==> src/rtl/alu_sequencer_if.sv <==
// Request/response handshake bundle between the instruction front-end and the ALU sequencer.
interface alu_sequencer_if #(
  parameter int WIDTH = 8
);
  logic             req_valid;
  logic             req_ready;
  logic [3:0]       req_funct;
  logic [WIDTH-1:0] req_a;
  logic [WIDTH-1:0] req_b;
  logic             req_use_acc;

  logic             rsp_valid;
  logic             rsp_ready;
  logic [WIDTH-1:0] rsp_data;
  logic             rsp_carry;
  logic             rsp_overflow;
  logic             rsp_err;

  modport master (
    output req_valid, req_funct, req_a, req_b, req_use_acc, rsp_ready,
    input  req_ready, rsp_valid, rsp_data, rsp_carry, rsp_overflow, rsp_err
  );

  modport slave (
    input  req_valid, req_funct, req_a, req_b, req_use_acc, rsp_ready,
    output req_ready, rsp_valid, rsp_data, rsp_carry, rsp_overflow, rsp_err
  );
endinterface

==> src/rtl/alu_sequencer.sv <==
// Registered controller that feeds a combinational ALU one op at a time, captures its
// flags, owns the accumulator and a saturating error counter.
module alu_sequencer #(
  parameter int WIDTH        = 8,
  parameter bit ERR_ON_CARRY = 1'b1,
  parameter int ERR_CNT_W    = 8
) (
  input  logic                 clk,
  input  logic                 rst,
  alu_sequencer_if.slave       bus,
  input  logic                 err_clear,
  output logic [3:0]           alu_funct,
  output logic [WIDTH-1:0]     alu_a,
  output logic [WIDTH-1:0]     alu_b,
  input  logic [WIDTH-1:0]     alu_out,
  input  logic                 alu_carry,
  input  logic                 alu_overflow,
  output logic [1:0]           state,
  output logic [WIDTH-1:0]     acc,
  output logic [ERR_CNT_W-1:0] err_cnt
);

  typedef enum logic [1:0] {
    READY = 2'd0,
    ARITH = 2'd1,
    LOGIC = 2'd2,
    ERROR = 2'd3
  } seqState_e;

  seqState_e             stateQ, stateD;
  logic [3:0]            functQ, functD;
  logic [WIDTH-1:0]      aQ, aD, bQ, bD;
  logic [WIDTH-1:0]      accQ, accD;
  logic                  rspValidQ, rspValidD;
  logic [WIDTH-1:0]      rspDataQ, rspDataD;
  logic                  rspCarryQ, rspCarryD;
  logic                  rspOvfQ, rspOvfD;
  logic                  rspErrQ, rspErrD;
  logic [ERR_CNT_W-1:0]  errCntQ, errCntD;
  logic                  accept;
  logic                  opErr;
  logic                  errEvent;

  // Ready depends on registers only, so no combinational path from request to response.
  assign bus.req_ready = (stateQ == READY) && !rspValidQ;
  assign accept        = bus.req_valid && bus.req_ready;

  // NOTE: every variable gets a default at the top of always_comb so no path leaves one
  // unassigned, which would otherwise infer a latch.
  always_comb begin
    stateD    = stateQ;
    functD    = functQ;
    aD        = aQ;
    bD        = bQ;
    accD      = accQ;
    rspValidD = rspValidQ;
    rspDataD  = rspDataQ;
    rspCarryD = rspCarryQ;
    rspOvfD   = rspOvfQ;
    rspErrD   = rspErrQ;
    errCntD   = errCntQ;
    opErr     = 1'b0;
    errEvent  = 1'b0;

    if (rspValidQ && bus.rsp_ready) rspValidD = 1'b0;

    unique case (stateQ)
      READY: begin
        if (accept) begin
          functD = bus.req_funct;
          aD     = bus.req_use_acc ? accQ : bus.req_a;
          bD     = bus.req_b;
          if (bus.req_funct[3]) begin
            // Undefined function codes close immediately with an error response.
            stateD    = ERROR;
            rspValidD = 1'b1;
            rspDataD  = '0;
            rspCarryD = 1'b0;
            rspOvfD   = 1'b0;
            rspErrD   = 1'b1;
            errEvent  = 1'b1;
          end else if (bus.req_funct[2]) begin
            stateD = LOGIC;
          end else begin
            stateD = ARITH;
          end
        end
      end
      ARITH: begin
        opErr     = (!functQ[1] && alu_overflow) || (functQ[1] && alu_carry && ERR_ON_CARRY);
        rspValidD = 1'b1;
        rspDataD  = alu_out;
        rspCarryD = alu_carry;
        rspOvfD   = alu_overflow;
        rspErrD   = opErr;
        if (opErr) begin
          errEvent = 1'b1;
          stateD   = ERROR;
        end else begin
          accD   = alu_out;
          stateD = READY;
        end
      end
      LOGIC: begin
        rspValidD = 1'b1;
        rspDataD  = alu_out;
        rspCarryD = 1'b0;
        rspOvfD   = 1'b0;
        rspErrD   = 1'b0;
        accD      = alu_out;
        stateD    = READY;
      end
      ERROR: begin
        if (err_clear) stateD = READY;
      end
      default: stateD = READY;
    endcase

    if (errEvent && (errCntQ != '1)) errCntD = errCntQ + ERR_CNT_W'(1);
  end

  // NOTE: sequential state uses non-blocking assignments so every register samples the
  // pre-edge values and simulation order cannot change the result.
  always_ff @(posedge clk) begin
    if (rst) begin
      stateQ    <= READY;
      functQ    <= '0;
      aQ        <= '0;
      bQ        <= '0;
      accQ      <= '0;
      rspValidQ <= 1'b0;
      rspDataQ  <= '0;
      rspCarryQ <= 1'b0;
      rspOvfQ   <= 1'b0;
      rspErrQ   <= 1'b0;
      errCntQ   <= '0;
    end else begin
      stateQ    <= stateD;
      functQ    <= functD;
      aQ        <= aD;
      bQ        <= bD;
      accQ      <= accD;
      rspValidQ <= rspValidD;
      rspDataQ  <= rspDataD;
      rspCarryQ <= rspCarryD;
      rspOvfQ   <= rspOvfD;
      rspErrQ   <= rspErrD;
      errCntQ   <= errCntD;
    end
  end

  assign alu_funct        = functQ;
  assign alu_a            = aQ;
  assign alu_b            = bQ;
  assign acc              = accQ;
  assign state            = stateQ;
  assign err_cnt          = errCntQ;
  assign bus.rsp_valid    = rspValidQ;
  assign bus.rsp_data     = rspDataQ;
  assign bus.rsp_carry    = rspCarryQ;
  assign bus.rsp_overflow = rspOvfQ;
  assign bus.rsp_err      = rspErrQ;

endmodule

==> src/flat_wrapper.sv <==
// flat-port wrapper written by rule: the top's interface ports become plain ports
module alu_sequencer_flat 
#(
  parameter int WIDTH        = 8,
  parameter bit ERR_ON_CARRY = 1'b1,
  parameter int ERR_CNT_W    = 8
)
  (clk, rst, err_clear, alu_funct, alu_a, alu_b, alu_out, alu_carry, alu_overflow, state, acc, err_cnt, bus_req_valid, bus_req_funct, bus_req_a, bus_req_b, bus_req_use_acc, bus_rsp_ready, bus_req_ready, bus_rsp_valid, bus_rsp_data, bus_rsp_carry, bus_rsp_overflow, bus_rsp_err);
  alu_sequencer_if #(.WIDTH(WIDTH)) bus_i ();
  input  logic clk;
  input  logic rst;
  input  logic err_clear;
  output logic [3:0] alu_funct;
  output logic [WIDTH-1:0] alu_a;
  output logic [WIDTH-1:0] alu_b;
  input  logic [WIDTH-1:0] alu_out;
  input  logic alu_carry;
  input  logic alu_overflow;
  output logic [1:0] state;
  output logic [WIDTH-1:0] acc;
  output logic [ERR_CNT_W-1:0] err_cnt;
  input wire logic [$bits(bus_i.req_valid)-1:0] bus_req_valid;
  input wire logic [$bits(bus_i.req_funct)-1:0] bus_req_funct;
  input wire logic [$bits(bus_i.req_a)-1:0] bus_req_a;
  input wire logic [$bits(bus_i.req_b)-1:0] bus_req_b;
  input wire logic [$bits(bus_i.req_use_acc)-1:0] bus_req_use_acc;
  input wire logic [$bits(bus_i.rsp_ready)-1:0] bus_rsp_ready;
  output wire logic [$bits(bus_i.req_ready)-1:0] bus_req_ready;
  output wire logic [$bits(bus_i.rsp_valid)-1:0] bus_rsp_valid;
  output wire logic [$bits(bus_i.rsp_data)-1:0] bus_rsp_data;
  output wire logic [$bits(bus_i.rsp_carry)-1:0] bus_rsp_carry;
  output wire logic [$bits(bus_i.rsp_overflow)-1:0] bus_rsp_overflow;
  output wire logic [$bits(bus_i.rsp_err)-1:0] bus_rsp_err;
  assign bus_i.req_valid = bus_req_valid;
  assign bus_i.req_funct = bus_req_funct;
  assign bus_i.req_a = bus_req_a;
  assign bus_i.req_b = bus_req_b;
  assign bus_i.req_use_acc = bus_req_use_acc;
  assign bus_i.rsp_ready = bus_rsp_ready;
  assign bus_req_ready = bus_i.req_ready;
  assign bus_rsp_valid = bus_i.rsp_valid;
  assign bus_rsp_data = bus_i.rsp_data;
  assign bus_rsp_carry = bus_i.rsp_carry;
  assign bus_rsp_overflow = bus_i.rsp_overflow;
  assign bus_rsp_err = bus_i.rsp_err;
  alu_sequencer #(.WIDTH(WIDTH), .ERR_ON_CARRY(ERR_ON_CARRY), .ERR_CNT_W(ERR_CNT_W)) u_core (.clk(clk), .rst(rst), .bus(bus_i), .err_clear(err_clear), .alu_funct(alu_funct), .alu_a(alu_a), .alu_b(alu_b), .alu_out(alu_out), .alu_carry(alu_carry), .alu_overflow(alu_overflow), .state(state), .acc(acc), .err_cnt(err_cnt));
endmodule
==> config.mk <==
export PLATFORM = sky130hd
export DESIGN_NAME = alu_sequencer_flat
export DESIGN_NICKNAME = d
export VERILOG_FILES = /design/src/rtl/alu_sequencer_if.sv /design/src/rtl/alu_sequencer.sv /design/src/flat_wrapper.sv
export SDC_FILE = /design/constraint.sdc
export NUM_CORES = 1
export LEC_CHECK = 0
export CORE_AREA = 2 2 70 72
export CTS_BUF_LIST = sky130_fd_sc_hd__clkbuf_8
export DETAILED_ROUTE_END_ITERATION = 8
export DIE_AREA = 0 0 72 74
export PLACE_DENSITY = 0.84
export SKIP_CTS_REPAIR_TIMING = 1
export SKIP_LAST_GASP = 1
export SLEW_MARGIN = 10
export SYNTH_ARGS = -nofsm -noshare
export SYNTH_HDL_FRONTEND = slang
export SYNTH_SLANG_ARGS = --single-unit
==> constraint.sdc <==
create_clock -name clk -period 2.9 [get_ports clk]
set_input_delay 0.58 -clock clk [delete_from_list [all_inputs] [get_ports clk]]
set_output_delay 0.58 -clock clk [all_outputs]
set_load 0.01 [all_outputs]
==> key figures, run 1 <==
Synth
  – Post-synth EDFFs: 0
  – Compound-Gate Fraction of Synth Area: 0.176
  – Post-Synth Simple-Gate Area: 0.184
  – Ys Warns: 0
  – Mapped Area: around 2100 um^2
  – Mux contribution to synthesized area: 0.0915
  – Mapped Nets: ~270
  – Xor/xnor share of the synthesized area: 0
  – Library cells used by synthesis: 36
  – Syn Area/Cell: slightly above 9 um^2
  – #FFs+latches synth: 50
  – Synth Area in Adders: 0.0297
  – Synth Instances: between 200 and 250
  – Asr flop ratio synth: 0
  – Fraction of the yosys area taken by sequential cells: 0.475
  – Synth Flop Type: dfxtp_1
  – Largest family of logic cells by synthesized area: simple AND/OR/NAND/NOR gates

Critical path
  – Critical-path maximum fanout: 8
  – WP data required: about 2.3 ns
  – Worst r2r dst: u_core.alu_a[7]
  – RR Startpoint: u_core.state[1]
  – CP startpoint kind: register
  – R2r worst-path depth: 6
  – Arr. time, crit path: approximately 1.9 ns
  – CP endpoint kind: output port
  – Setup crit start: u_core.state[1]
  – Setup Crit Path Kind: register to output port
  – Flop2flop setup slack: 0.73 ns
  – Crit path capture: bus_req_ready

GRT
  – Global-route wire length before repair: roughly 8500 um
  – Vias in the first global route: between 1,500 and 2,000
  – Largest net degree at the start of global routing: 23
  – Total track usage: 0.207
  – Antenna violations before repair: 0
  – Gr ovfl total: 0

Placed design
  – Detailed placer's ending HPWL: 4140 um
  – Placed Area: approximately 3000 um^2
  – Placement Setup Slack: about 0.53 ns
  – Routability cong.: ~0.79
  – IO buf count: 86

Cells and area
  – Most frequent cells in the layout: 86 x clkdlybuf4s50_1, 50 x dfxtp_1, 27 x nand2_1, 26 x nor2_1, 19 x a21oi_1
  – Multi-input logic area: 1010 um^2
  – Final core utilization: 0.680
  – Synth-to-Final Area Change: 48.5%
  – Fin area: about 3100 um^2
  – Leading cell type in the layout, fill and taps excluded: clkdlybuf4s50_1
  – Fill cell count: 405
  – Share of cells above drive strength 1: 0.0605
  – Antenna diode count: 0
  – Register Area: 1000 um^2
  – Final nets: roughly 350

Floorplan
  – Core Box Area: between 4000 and 5000 um^2
  – Die Height: between 70 and 80 um
  – Die footprint: 5330 um^2
  – # IOs: a little under 90
  – Die W: approximately 72 um
  – Site row count: 25
  – Initial Util: 0.458

Route
  – DR vias: a little under 2,000
  – Vias per inst: roughly 5.3
  – Wire per inst: between 10 and 15 um
  – Total wire length: approximately 5400 um
  – Initial detailed-routing violation count: 89
  – TritonRoute pass-1 iters: 4
  – DRC viols: 0
  – Antenna Nets Post-Route: 0

Power
  – Logic pwr share: 0.432
  – Peak supply drop: 465 uV
  – Sw Share: 0.334
  – Power Density: between 800 and 900 nW/um^2
  – Reg power frac: 0.382
  – P_int: around 1700 uW
  – Net Sw Power: roughly 850 uW
  – Clock group share of total power: 0.187
  – Leak: 0.00120 uW

STA
  – Fin worst setup slack: about 0.42 ns
  – Min cycle time layout: 2.48 ns
  – Final number of setup-violating endpoints: 0
  – RSZ-0062 raised after global routing: no
  – Worst slew pin tran: about 0.70 ns
  – Max-Slew Margin vs Limit: 0.530
  – Max-slew violations: 0
  – Clock Skew: around 0.0044 ns
  – Fin. Hold Viols: 0
  – Setup_tns: 0 ns
  – FMAX: just over 400 MHz
  – Final period util: 0.854

Clock network
  – Sink Count: 50
  – Clk buf depth: 2
  – CTS HTree Levels: 2
  – CTS tree: done
  – CTS Buf Count: 5
  – Clock latency on the worst-skew pair: around 0.30 ns
  – Root buffer cell: clkbuf_8
  – Reg clk slew, reported paths: around 0.090 ns

Run status
  – Status: finished clean

Job
  – Max cap viols: 0

Hold path
  – Min-Delay Path Class: register to register
state kept, by name, summed over array words and instances, names as in the netlist:
| name | count |
|---|---|
| u_core.alu_funct | 4 |
| u_core.acc | 8 |
| u_core.bus.rsp_err | 1 |
| u_core.bus.rsp_overflow | 1 |
| u_core.bus.rsp_data | 8 |
| u_core.alu_a | 8 |
| u_core.alu_b | 8 |
| u_core.bus.rsp_valid | 1 |
| u_core.bus.rsp_carry | 1 |
| u_core.state | 2 |
| u_core.err_cnt | 8 |
power by group through the flow:
| stage | Combinational [uW] | Sequential, uW | Clock, uW |
|---|---|---|---|
| global route | 1200 | 994 | 518 |
| CTS | 1110 | 975 | 487 |
| finish | 1100 | 974 | 476 |
| detailed placement | 1110 | 988 | 0 |
| global placement | 1080 | 982 | 0 |
| floorplan | 511 | 1050 | 0 |
metrics by stage:
| stage | total power [uW] | instances | hold WS (ns) |
|---|---|---|---|
| final | 2550 | 368 | 0.460 |
| after global routing | 2710 | 368 | 0.472 |
| after CTS | 2580 | 368 | 0.461 |
| after detailed placement | 2090 | 360 | 0.448 |
| after global placement | 2060 | 360 | 0.443 |
| after floorplan | 1560 | 227 | 0.476 |
worst min path at each step:
stage	startpoint	endpoint	cells after the start
after CTS	u_core.alu_b[0]	u_core.alu_b[0]	2
final	u_core.alu_funct[0]	u_core.alu_funct[0]	2
after detailed placement	u_core.alu_b[0]	u_core.alu_b[0]	2
after floorplan	u_core.bus.rsp_carry	u_core.bus.rsp_carry	2
after global routing	u_core.alu_b[0]	u_core.alu_b[0]	2
after global placement	u_core.alu_b[4]	u_core.alu_b[4]	2
layout make-up:
| type | instances | share of cell area |
|---|---|---|
| clock inverters | 3 | 0.0132 |
| flip-flops and latches | 50 | 0.320 |
| clock buffers | 5 | 0.0220 |
| repair buffers | 92 | 0.290 |
| multi-input cells | 156 | 0.324 |
| inverters | 8 | 0.00960 |
| well taps | 54 | 0.0216 |
kinds of logic after synthesis:
kind of cell	Yosys count
adder cells (fa/ha/maj)	5
AO/OA/AOI/OAI	53
flip-flops	50
AND/OR/NAND/NOR	79
buffers and inverters	21
multiplexers	19
per-layer routing:
metal,share of wire,GRT usage,vias up
met1,0.43,0.259,910
met3,0.061,0.0528,13
met2,0.48,0.342,62
met4,0.027,0.0881,0
met5,0,0,-
li1,-,-,981
cells in the mapped netlist, types with 2 or more instances:
cell type / instances / area (um^2)
a211oi_1: 8 / 60.1
and4_1: 2 / 17.5
nand2_1: 27 / 101
clkbuf_1: 5 / 18.8
ha_1: 5 / 62.6
nor4_1: 3 / 18.8
nand3b_1: 2 / 15.0
a21oi_1: 19 / 95.1
buf_4: 2 / 15.0
buf_1: 2 / 7.51
buf_2: 4 / 20.0
inv_1: 8 / 30.0
o31ai_1: 3 / 22.5
nand3_1: 5 / 25.0
dfxtp_1: 50 / 1000
mux2i_1: 17 / 170
nor2b_1: 3 / 18.8
a22o_1: 9 / 78.8
a32o_1: 2 / 20.0
nor2_1: 26 / 97.6
nor3_1: 2 / 10.0
mux2_2: 2 / 22.5
or4_1: 4 / 30.0
o21ai_0: 5 / 25.0
worst max-delay path, cell delays in order (launching register included):
cell and delay, ns:
dfxtp_1 0.34, inv_1 0.12, ha_1 0.37, nor2b_1 0.22, clkdlybuf4s50_1 0.55
Note: power is estimated with default switching activity, not from simulation.
==> run 2, diff against run 1 <==
--- a/config.mk
+++ b/config.mk
@@ -5,10 +5,11 @@
 export SDC_FILE = /design/constraint.sdc
 export NUM_CORES = 1
 export LEC_CHECK = 0
-export CORE_AREA = 2 2 70 72
+export ABC_AREA = 1
+export CORE_AREA = 2 2 72 74
 export CTS_BUF_LIST = sky130_fd_sc_hd__clkbuf_8
 export DETAILED_ROUTE_END_ITERATION = 8
-export DIE_AREA = 0 0 72 74
+export DIE_AREA = 0 0 74 76
 export PLACE_DENSITY = 0.84
 export SKIP_CTS_REPAIR_TIMING = 1
 export SKIP_LAST_GASP = 1
==> run 2 against run 1 <==
Net effect: setup slack worse by 0.021 ns; critical endpoint unchanged; sequential share of layout area down 1.6 points; final area is 5.4% higher; largest cell class unchanged.
==> key figures, run 2 <==
Cells and area
  – Fill cell count: 446
  – Final nets: 442
  – Final core utilization: 0.671
  – Share of cells above drive strength 1: 0.0697
  – Synth-to-Final Area Change: 44.6%
  – Number of non-filler instances in the completed layout: 472
  – Most frequent cells in the layout: 102 x nand2_1, 86 x clkdlybuf4s50_1, 50 x dfxtp_1, 43 x a21oi_1
  – Antenna diode count: 0
  – Leading cell type in the layout, fill and taps excluded: nand2_1

STA
  – RSZ-0062 raised after global routing: no
  – Worst slew pin tran: about 0.45 ns
  – Fin. Hold Viols: 0
  – Clock Skew: 0.00595 ns
  – Setup_tns: 0 ns
  – Final period util: 0.861
  – FMAX: around 400 MHz
  – Final number of setup-violating endpoints: 0
  – Min cycle time layout: ~2.5 ns
  – Max-Slew Margin vs Limit: 0.700
  – Max-slew violations: 0

Route
  – Vias per inst: 4.87
  – Antenna Nets Post-Route: 0
  – Initial detailed-routing violation count: approximately 120
  – DR vias: 2,297
  – TritonRoute pass-1 iters: 4
  – DRC viols: 0
  – Total wire length: between 5000 and 6000 um
  – Wire per inst: 12.3 um

Synth
  – Most frequent cell after synthesis: nand2_1
  – Synth top cells by count: 102 x nand2_1, 50 x dfxtp_1, 43 x a21oi_1, 25 x nand3_1, 24 x inv_1
  – Post-synth EDFFs: 0
  – Library cells used by synthesis: 25
  – Ys Warns: 0
  – Syn Area/Cell: 7.19 um^2
  – Asr flop ratio synth: 0
  – Synth Instances: between 300 and 400
  – Proportion of netlist area held by the largest area contributor: 0.439
  – Main area contributors after synthesis: dfxtp_1 44%, nand2_1 17%, a21oi_1 9.4%, nand3_1 5.5%, inv_1 4.0%
  – Synth Flop Type: dfxtp_1
  – #FFs+latches synth: 50
  – Fraction of the yosys area taken by sequential cells: 0.439
  – Synth area leader: dfxtp_1
  – Mapped Nets: 358
  – Mapped Area: roughly 2300 um^2

Run status
  – Status: finished clean

Power
  – Power consumption: about 2700 uW
  – Sw Share: 0.379
  – Peak supply drop: between 400 and 500 uV
  – Reg power frac: 0.360
  – Logic pwr share: 0.464
  – Power Density: 820 nW/um^2
  – P_int: approximately 1700 uW
  – Leak: ~0.0013 uW
  – Net Sw Power: between 1000 and 1500 uW
  – Clock group share of total power: 0.176

Critical path
  – RR Startpoint: u_core.state[1]
  – Critical-path maximum fanout: 8
  – Crit path max-delay family: buffers and inverters
  – Arr. time, crit path: between 1.5 and 2 ns
  – WP data required: approximately 2.3 ns
  – Most Frequent Cell on Critical Path: inv_1
  – Crit path cell chain: inv_1 -> ha_1 -> inv_1 -> nor2_1 -> clkdlybuf4s50_1
  – R2r worst-path depth: 8
  – CP Buf/Inv Count: 3
  – Crit-path slowest cell: clkdlybuf4s50_1
  – Setup Crit Path Kind: register to output port
  – Worst r2r dst: u_core.bus.rsp_carry
  – CP endpoint kind: output port
  – Largest stage delay on the critical path: 0.57 ns
  – Flop2flop setup slack: about 1.3 ns
  – Setup crit start: u_core.state[1]
  – CP startpoint kind: register

GRT
  – Largest net degree at the start of global routing: 25
  – Vias in the first global route: ~2,000
  – GR Util met3: 0.0556
  – Global-route wire length before repair: just over 9000 um
  – Total track usage: 0.206
  – Busiest grt layer: met2
  – Gr ovfl total: 0
  – Antenna violations before repair: 0
  – Met1 global-route usage: 0.275
  – Global routing usage on met2: 0.332

Clock network
  – CTS HTree Levels: 2
  – CTS tree: done
  – Clock latency on the worst-skew pair: 0.30 ns
  – Reg clk slew, reported paths: ~0.09 ns
  – Clk buf depth: 2
  – CTS Buf Count: 5
  – Sink Count: 50
  – Root buffer cell: clkbuf_8

Hold path
  – Hold_sp: u_core.bus.rsp_data[2]
  – Hold path endpoint: u_core.bus.rsp_data[2]
  – Min-Delay Path Class: register to register
  – Hold Path Cell Cnt: 2

Floorplan
  – Die footprint: approximately 5600 um^2
  – Initial Util: 0.464
  – Die Height: roughly 76 um
  – Site row count: 26
  – Die W: 74 um
  – # IOs: a little under 90
  – Core Box Area: slightly below 5000 um^2

Job
  – Max cap viols: 0

Placed design
  – Placed Cells: roughly 460
  – Routability cong.: between 0.8 and 0.9
  – Detailed placer's ending HPWL: 4350 um
  – IO buf count: 86
==> run 2: cell type report <==
class	count	area (um^2)	share of cell area
clock inverters	3	41.3	0.0125
flip-flops and latches	50	1000	0.304
clock buffers	5	68.8	0.0209
well taps	70	87.6	0.0266
inverters	26	100	0.0304
repair buffers	91	898	0.272
multi-input cells	227	1100	0.334
==> run 2: worst max path at each step <==
stage	to	cells after the start	slack [ns]
3_5_place_dp	bus_req_ready	5	0.72
4_1_cts	bus_req_ready	5	0.38
5_1_grt	bus_req_ready	5	0.29
2_1_floorplan	bus_req_ready	6	1.24
6_report	bus_req_ready	5	0.40
3_3_place_gp	bus_req_ready	5	0.78
==> run 2: kinds of logic after synthesis <==
kind of cell,synth area share
compound gates,0.146
xor+xnor,0.00384
fa+ha+maj,0.0274
buf+inv,0.0785
flops,0.439
simple gates,0.305
==> run 2: power by group through the flow <==
stage / clock [uW] / sequential [uW] / combinational, uW
2_1_floorplan: 0 / 1050 / 667
3_3_place_gp: 0 / 979 / 1230
3_5_place_dp: 0 / 985 / 1260
4_1_cts: 491 / 972 / 1260
5_1_grt: 525 / 995 / 1380
6_report: 476 / 974 / 1250
==> run 2: through the flow <==
stage / hold WS (ns) / instance area (um^2) / setup slack (ns)
6_report: 0.468 / 3300 / 0.403
5_1_grt: 0.487 / 3300 / 0.285
4_1_cts: 0.468 / 3300 / 0.376
3_5_place_dp: 0.455 / 3190 / 0.718
3_3_place_gp: 0.453 / 3190 / 0.780
2_1_floorplan: 0.484 / 2280 / 1.24
==> run 2: layer usage <==
layer,vias up,part of all wire
li1,1181,-
met1,1034,0.42
met2,77,0.48
met3,5,0.083
met4,0,0.0072
met5,-,0
==> run 2: worst register-to-register path, delay by kind of cell (launching register included) <==
kind | cells | cell delay [ns]
and+or+nand+nor | 6 | 0.74
adders and majority gates | 1 | 0.41
buffers and inverters | 1 | 0.11
DFF | 1 | 0.33
